==> src/rtl/fifo_drain_arb_pkg.sv <==
// -----------------------------------------------------------------------------
// fifo_drain_arb_pkg
// Shared definitions for the FIFO drain arbiter:
//   - state_t       : arbiter state encoding (IDLE / BURST)
//   - clog2_min1()  : index/counter width helper, never returns less than 1
//   - DEF_*         : default parameter values used by the arbiter and rr_pick
// -----------------------------------------------------------------------------
package fifo_drain_arb_pkg;

    localparam int DEF_NPORT     = 4;
    localparam int DEF_DWIDTH    = 8;
    localparam int DEF_MAX_BURST = 4;

    typedef enum logic {
        IDLE  = 1'b0,
        BURST = 1'b1
    } state_t;

    // Width needed to hold values 0..n-1, with a floor of one bit so that
    // degenerate sizes still produce a legal vector.
    function automatic int clog2_min1(input int n);
        return (n <= 2) ? 1 : $clog2(n);
    endfunction

endpackage

==> src/rtl/rr_pick.sv <==
// -----------------------------------------------------------------------------
// rr_pick
// Combinational round-robin selector. Searches the request vector starting
// at last+1 and wrapping modulo N; the first requester found wins.
// Ports:
//   req      in  N  request vector, bit i = port i requesting
//   last     in  W  most recently granted port
//   grant    out W  selected port (0 when nothing is requested)
//   any_req  out 1  at least one request is present
// -----------------------------------------------------------------------------
module rr_pick
    import fifo_drain_arb_pkg::*;
#(
    parameter  int N = DEF_NPORT,
    localparam int W = clog2_min1(N)
) (
    input  logic [N-1:0] req,
    input  logic [W-1:0] last,
    output logic [W-1:0] grant,
    output logic         any_req
);

    logic [W-1:0] hi_idx;
    logic [W-1:0] lo_idx;
    logic         hi_hit;
    logic         lo_hit;

    // Two regions: ports above last (searched first) and ports at or below
    // last (the wrapped part). Scanning downward leaves the lowest requesting
    // index of each region in hi_idx / lo_idx.
    always_comb begin
        // NOTE: every variable gets a default before any conditional write,
        // so no path leaves a value held and no latch is inferred.
        hi_idx = '0;
        lo_idx = '0;
        hi_hit = 1'b0;
        lo_hit = 1'b0;
        for (int i = N - 1; i >= 0; i--) begin
            if (req[i]) begin
                if (i > int'(last)) begin
                    hi_idx = W'(i);
                    hi_hit = 1'b1;
                end else begin
                    lo_idx = W'(i);
                    lo_hit = 1'b1;
                end
            end
        end
        grant   = hi_hit ? hi_idx : lo_idx;
        any_req = hi_hit | lo_hit;
    end

endmodule

==> src/rtl/fifo_drain_arbiter.sv <==
// -----------------------------------------------------------------------------
// fifo_drain_arbiter
// Drains NPORT FIFO read ports (all on rclk) into one registered valid/ready
// stream. Ports are served round-robin, up to MAX_BURST words per grant, with
// one arbitration cycle in IDLE before each burst.
//
// Optional build macro FIFO_DRAIN_ARB_PRIO0_EN: when defined, port 0 wins every
// arbitration in which it is non-empty; the others share round-robin only
// while port 0 is empty. Running bursts are never pre-empted.
//
// Ports:
//   rclk         in   1              read-domain clock
//   rrst         in   1              asynchronous active-high reset
//   enable       in   1              allow new grants (open burst completes)
//   fifo_rempty  in   NPORT          per-port empty flags
//   fifo_rdata   in   NPORT*DWIDTH   per-port head data, port i at [i*DWIDTH +: DWIDTH]
//   fifo_rinc    out  NPORT          per-port pop strobe, at most one bit high
//   out_valid    out  1              output word valid
//   out_ready    in   1              consumer accepts the word
//   out_data     out  DWIDTH         output word
//   out_src      out  SW             source port of out_data
//   busy         out  1              burst open or output word pending
// -----------------------------------------------------------------------------
module fifo_drain_arbiter
    import fifo_drain_arb_pkg::*;
#(
    parameter  int NPORT     = DEF_NPORT,
    parameter  int DWIDTH    = DEF_DWIDTH,
    parameter  int MAX_BURST = DEF_MAX_BURST,
    localparam int SW        = clog2_min1(NPORT),
    localparam int CW        = clog2_min1(MAX_BURST + 1)
) (
    input  logic                    rclk,
    input  logic                    rrst,
    input  logic                    enable,
    input  logic [NPORT-1:0]        fifo_rempty,
    input  logic [NPORT*DWIDTH-1:0] fifo_rdata,
    output logic [NPORT-1:0]        fifo_rinc,
    output logic                    out_valid,
    input  logic                    out_ready,
    output logic [DWIDTH-1:0]       out_data,
    output logic [SW-1:0]           out_src,
    output logic                    busy
);

    state_t        state, state_next;
    logic [SW-1:0] grant, grant_next;
    logic [SW-1:0] last_grant, last_grant_next;
    logic [CW-1:0] cnt, cnt_next;
    logic          pop;
    logic          grant_empty;
    logic [SW-1:0] rr_grant;
    logic          rr_any;
    logic [SW-1:0] pick_grant;

    rr_pick #(
        .N (NPORT)
    ) u_rr_pick (
        .req     (~fifo_rempty),
        .last    (last_grant),
        .grant   (rr_grant),
        .any_req (rr_any)
    );

`ifdef FIFO_DRAIN_ARB_PRIO0_EN
    // Port 0 overrides the rotating pointer whenever it has data.
    assign pick_grant = fifo_rempty[0] ? rr_grant : '0;
`else
    assign pick_grant = rr_grant;
`endif

    assign grant_empty = fifo_rempty[grant];

    always_comb begin
        state_next      = state;
        grant_next      = grant;
        cnt_next        = cnt;
        last_grant_next = last_grant;
        pop             = 1'b0;
        fifo_rinc       = '0;
        case (state)
            IDLE: begin
                if (enable && rr_any) begin
                    grant_next = pick_grant;
                    cnt_next   = '0;
                    state_next = BURST;
                end
            end
            BURST: begin
                // Pop when the granted FIFO has data and the output register
                // is free or being emptied this cycle.
                pop              = ~grant_empty & (~out_valid | out_ready);
                fifo_rinc[grant] = pop;
                if (pop) begin
                    cnt_next = cnt + 1'b1;
                end
                // An empty granted FIFO closes the burst even under stall.
                if ((pop && (cnt == CW'(MAX_BURST - 1))) || grant_empty) begin
                    state_next      = IDLE;
                    last_grant_next = grant;
                end
            end
            default: state_next = IDLE;
        endcase
    end

    always_ff @(posedge rclk or posedge rrst) begin
        if (rrst) begin
            state      <= IDLE;
            grant      <= '0;
            cnt        <= '0;
            last_grant <= SW'(NPORT - 1);
        end else begin
            // NOTE: registered state uses non-blocking assignment so every
            // flop samples pre-edge values regardless of block order.
            state      <= state_next;
            grant      <= grant_next;
            cnt        <= cnt_next;
            last_grant <= last_grant_next;
        end
    end

    // Output register: a pop loads a new word (also covering the accept-and-
    // refill case for full throughput); an accept without a pop empties it.
    always_ff @(posedge rclk or posedge rrst) begin
        if (rrst) begin
            out_valid <= 1'b0;
            out_data  <= '0;
            out_src   <= '0;
        end else if (pop) begin
            out_valid <= 1'b1;
            out_data  <= fifo_rdata[grant*DWIDTH +: DWIDTH];
            out_src   <= grant;
        end else if (out_ready) begin
            out_valid <= 1'b0;
        end
    end

    assign busy = (state == BURST) | out_valid;

endmodule
==> config.mk <==
export PLATFORM = sky130hd
export DESIGN_NAME = fifo_drain_arbiter
export DESIGN_NICKNAME = d
export VERILOG_FILES = /design/src/rtl/fifo_drain_arb_pkg.sv /design/src/rtl/rr_pick.sv /design/src/rtl/fifo_drain_arbiter.sv
export SDC_FILE = /design/constraint.sdc
export NUM_CORES = 1
export LEC_CHECK = 0
export ABC_AREA = 1
export CELL_PAD_IN_SITES_DETAIL_PLACEMENT = 1
export CELL_PAD_IN_SITES_GLOBAL_PLACEMENT = 2
export CORE_MARGIN = 1.5
export CORE_UTILIZATION = 21
export CTS_BUF_LIST = sky130_fd_sc_hd__clkbuf_4 sky130_fd_sc_hd__clkbuf_8 sky130_fd_sc_hd__clkbuf_16
export DETAILED_ROUTE_END_ITERATION = 6
export GPL_TIMING_DRIVEN = 0
export HOLD_SLACK_MARGIN = 0.06
export PLACE_DENSITY_LB_ADDON = 0.1
export REMOVE_ABC_BUFFERS = 1
export SYNTH_ARGS = -nofsm -noshare
export SYNTH_HDL_FRONTEND = slang
export SYNTH_SLANG_ARGS = --single-unit
==> constraint.sdc <==
create_clock -name rclk -period 2.2 [get_ports rclk]
set_clock_uncertainty 0.15 [all_clocks]
set_input_delay 0.55 -clock rclk [delete_from_list [all_inputs] [get_ports rclk]]
set_output_delay 0.55 -clock rclk [all_outputs]
set_load 0.03 [all_outputs]
==> results_dict.tcl <==
set metrics [dict create \
    worst_slack_ns -0.0838 \
    rsz0062_at_grt "yes" \
    avgSynthCellArea_um2 7.02 \
    final_cells 315 \
    layout_min_cycle_time_ns 2.28 \
    ys_types 21 \
    initial_core_util_pct 21.9 \
    syn_area_um2 1220 \
    design_area_um2 2070 \
    cp.required_ns 1.50 \
    numCtsBuffers 3 \
    crit_fanout 5 \
    clk_path_buf_depth 2 \
    drc 0 \
    max_stage_delay_ns 0.57 \
    cpMaxStageDelayCell "dfrtp_4" \
    syn_to_final_growth_pct 69.5 \
    status "finished, violations left" \
    dieArea_um2 6280 \
    worst_pin_slew_ns 0.780 \
    finalCritPeriodShare_pct 104 \
    sw_frac_of_total_pct 50.6 \
    clock.fmax_mhz 438 \
    path_class "reg2out" \
    clkTransAtPathRegs_ns 0.09 \
    leakage_nw 0.962 \
    drtIter0Drc 51 \
    path_buf_inv 1 \
    vias 1489 \
    clockRootBuffer "clkbuf_8" \
    hp-class "reg2reg" \
    layout-drive-gt1-share_pct 20.6 \
    grt_util_met1_pct 21.8 \
    reg2reg_from "grant[0]" \
    die_y_um 79.3 \
    internal_power_mw 1.41 \
    worstPathCellList "nand3_2 -> nand2_2 -> nor2_4 -> nand3_4 -> nor3_2 -> buf_4" \
    numClockSinks 19 \
    pin_count 56 \
    place_congestion 0.717 \
    critPathLaunch "grant[0]" \
    nets 286 \
    place.detailed.hpwl_um 2980 \
    yosysTopAreaCell "dfrtp_1" \
    synth-seq-cells 19 \
    endpoint_kind "output port" \
    cp_top_family "simple AND/OR/NAND/NOR gates" \
    placed_area_um2 1820 \
    antenna_found_initial 0 \
    hold_violations 0 \
    grt_max_degree 20 \
    clkPwrFrac_pct 9.1 \
    die_w_um 79.3 \
    startpoint_type "flip-flop" \
    top_usage_layer "met2" \
    diodes 0 \
    coreArea_um2 5570 \
    violations "setup timing" \
    synth_area_leaders "dfrtp_1 35%, nand3_1 17%, nand2_1 17%" \
    gr-total-overflow 0 \
    pre_cts_slack_ns -1.64 \
    gr-usage-met3_pct 1.26 \
    use_met2_pct 30.8 \
    crit_arrival_ns 1.58 \
    powerDensity_nw_per_um2 1380 \
    yosys_warnings 0 \
    power_frac_seq_pct 25.3 \
    port_buffers 55 \
    wl_um 5010 \
    max_slew_margin_pct 47.9 \
    insertion_delay_ns 0.26 \
    slew_viol_final 0 \
    cts_hold_buf 0 \
    cts_tree "done" \
    vias_per_cell 4.73 \
    p_comb_share_pct 65.6 \
    syn_inst 174 \
    ir_worst_vdd_v 0.000474 \
    post_drt_wl_per_cell_um 15.9 \
    p_sw_mw 1.45 \
    cap_violations 0 \
    ys_seq_area_share_pct 39.1 \
    antenna_left 0 \
    hp-start "out_data[3]" \
    grt_pass1_wl_um 8160 \
    grt_pass1_vias 1608 \
    placedCellCount 291 \
    ctsHtreeMaxLevel 1 \
    setup_viol 4 \
    track_usage_pct 17.0 \
    drt_pass1_iterations 4 \
    synth.top_cell.area_share_pct 34.8 \
    fp-row-count 27 \
]
[worst register-to-register path: stages, from the launching register on]
cell and delay, ns:
dfrtp_4 0.57, inv_12 0.09, nand3_2 0.08, nand2_2 0.09, nor2_4 0.05, buf_4 0.12, buf_4 0.12, buf_4 0.12
buf_4 0.14, nand2_1 0.07, nand2_1 0.10, o21ai_0 0.19
[layout by cell type (no fill, tap or decap)]
cell type / Yosys / final
a21o_1: 1 / 1
a21oi_1: 1 / 1
a31oi_1: 1 / 1
buf_4: 0 / 21
clkbuf_8: 0 / 3
clkdlybuf4s15_1: 0 / 1
clkdlybuf4s50_1: 0 / 46
clkinv_2: 0 / 1
dfrtp_1: 17 / 14
dfrtp_2: 0 / 1
dfrtp_4: 0 / 2
dfstp_2: 2 / 2
dlygate4sd2_1: 0 / 4
ha_1: 2 / 2
inv_1: 13 / 12
inv_12: 0 / 2
inv_2: 3 / 2
inv_6: 0 / 2
nand2_1: 54 / 52
nand2_2: 1 / 3
nand3_1: 41 / 37
nand3_2: 1 / 5
nand3_4: 0 / 1
nand4_1: 11 / 11
nor2_1: 4 / 4
nor2_4: 1 / 1
nor3_1: 1 / 1
nor3_2: 4 / 4
o21ai_0: 4 / 4
o21ai_1: 2 / 2
[Yosys cell counts (all sizes together)]
library cell,count
nand2,55
o21ai,6
nor2,5
inv,16
buf,6
ha,2
clkbuf,4
nand3,42
nor3,5
nand4,11
dfrtp,17
dfstp,2
a21oi,1
a21o,1
a31oi,1
[what timing repair did]
action	in CTS	in global routing
gates resized for setup	51	0
endpoints found under the setup margin	22	4
gates cloned	3	0
buffers inserted	16	1
pin swaps	8	2
[layout make-up]
cell class	instances	area, µm²
Multi-Input combinational cell	130	681
Fill cell	694	3500
Timing Repair inverter	2	17.5
Clock inverter	1	5.00
Sequential cell	19	487
Inverter	16	85.1
Tap cell	72	90.1
Clock buffer	3	41.3
Timing Repair Buffer	72	663
[logic make-up after synthesis]
group	share of synthesized area, %
AND/OR/NAND/NOR	46.2
adder cells (fa/ha/maj)	2.05
buffers and inverters	8.61
AO/OA/AOI/OAI	4.00
flip-flops	39.1
[state kept, by name, indices dropped and copies added, names as in the netlist]
| register | cells |
|---|---|
| out_data | 8 |
| out_valid | 1 |
| cnt | 3 |
| out_src | 2 |
| last_grant | 2 |
| state | 1 |
| grant | 2 |
[worst paths after layout]
path | end | slack (ns) | cells past startpoint
worst max-delay path | fifo_rinc[1] | -0.08 | 6
worst min-delay path | out_data[3] | 0.34 | 2
worst max register to register | last_grant[1] | 0.23 | 11
worst min register to register | out_data[3] | 0.34 | 2
max in group asynchronous | grant[1] | 0.74 | 2
min in group asynchronous | grant[0] | 0.59 | 2
[power by group through the flow]
stage | clock network [mW] | logic (mW) | registers [mW]
floorplan | 0 | 0.700 | 0.870
global placement | 0 | 1.36 | 0.744
detailed placement | 0 | 1.39 | 0.762
CTS | 0.259 | 1.88 | 0.717
global route | 0.279 | 2.06 | 0.751
finish | 0.260 | 1.87 | 0.723
[through the flow]
stage               TNS (ns)  power, mW  utilization, %  hold slack (ns)
detailed placement    -15.44       2.16            32.6            0.318
floorplan              -2.16       1.57               -            0.319
global route          -0.674       3.09            37.1            0.370
global placement      -13.81       2.11            32.6            0.315
finish                -0.314       2.86            37.1            0.335
CTS                   -0.454       2.85            37.0            0.338
[metal layers]
metal  vias to the layer above  routed length (µm)
met5                         -                   0
li1                        725                   -
met1                       724                2250
met2                        38                2600
met3                         2                 137
met4                         0                  14
No activity file was read; power rests on OpenSTA's default activity.
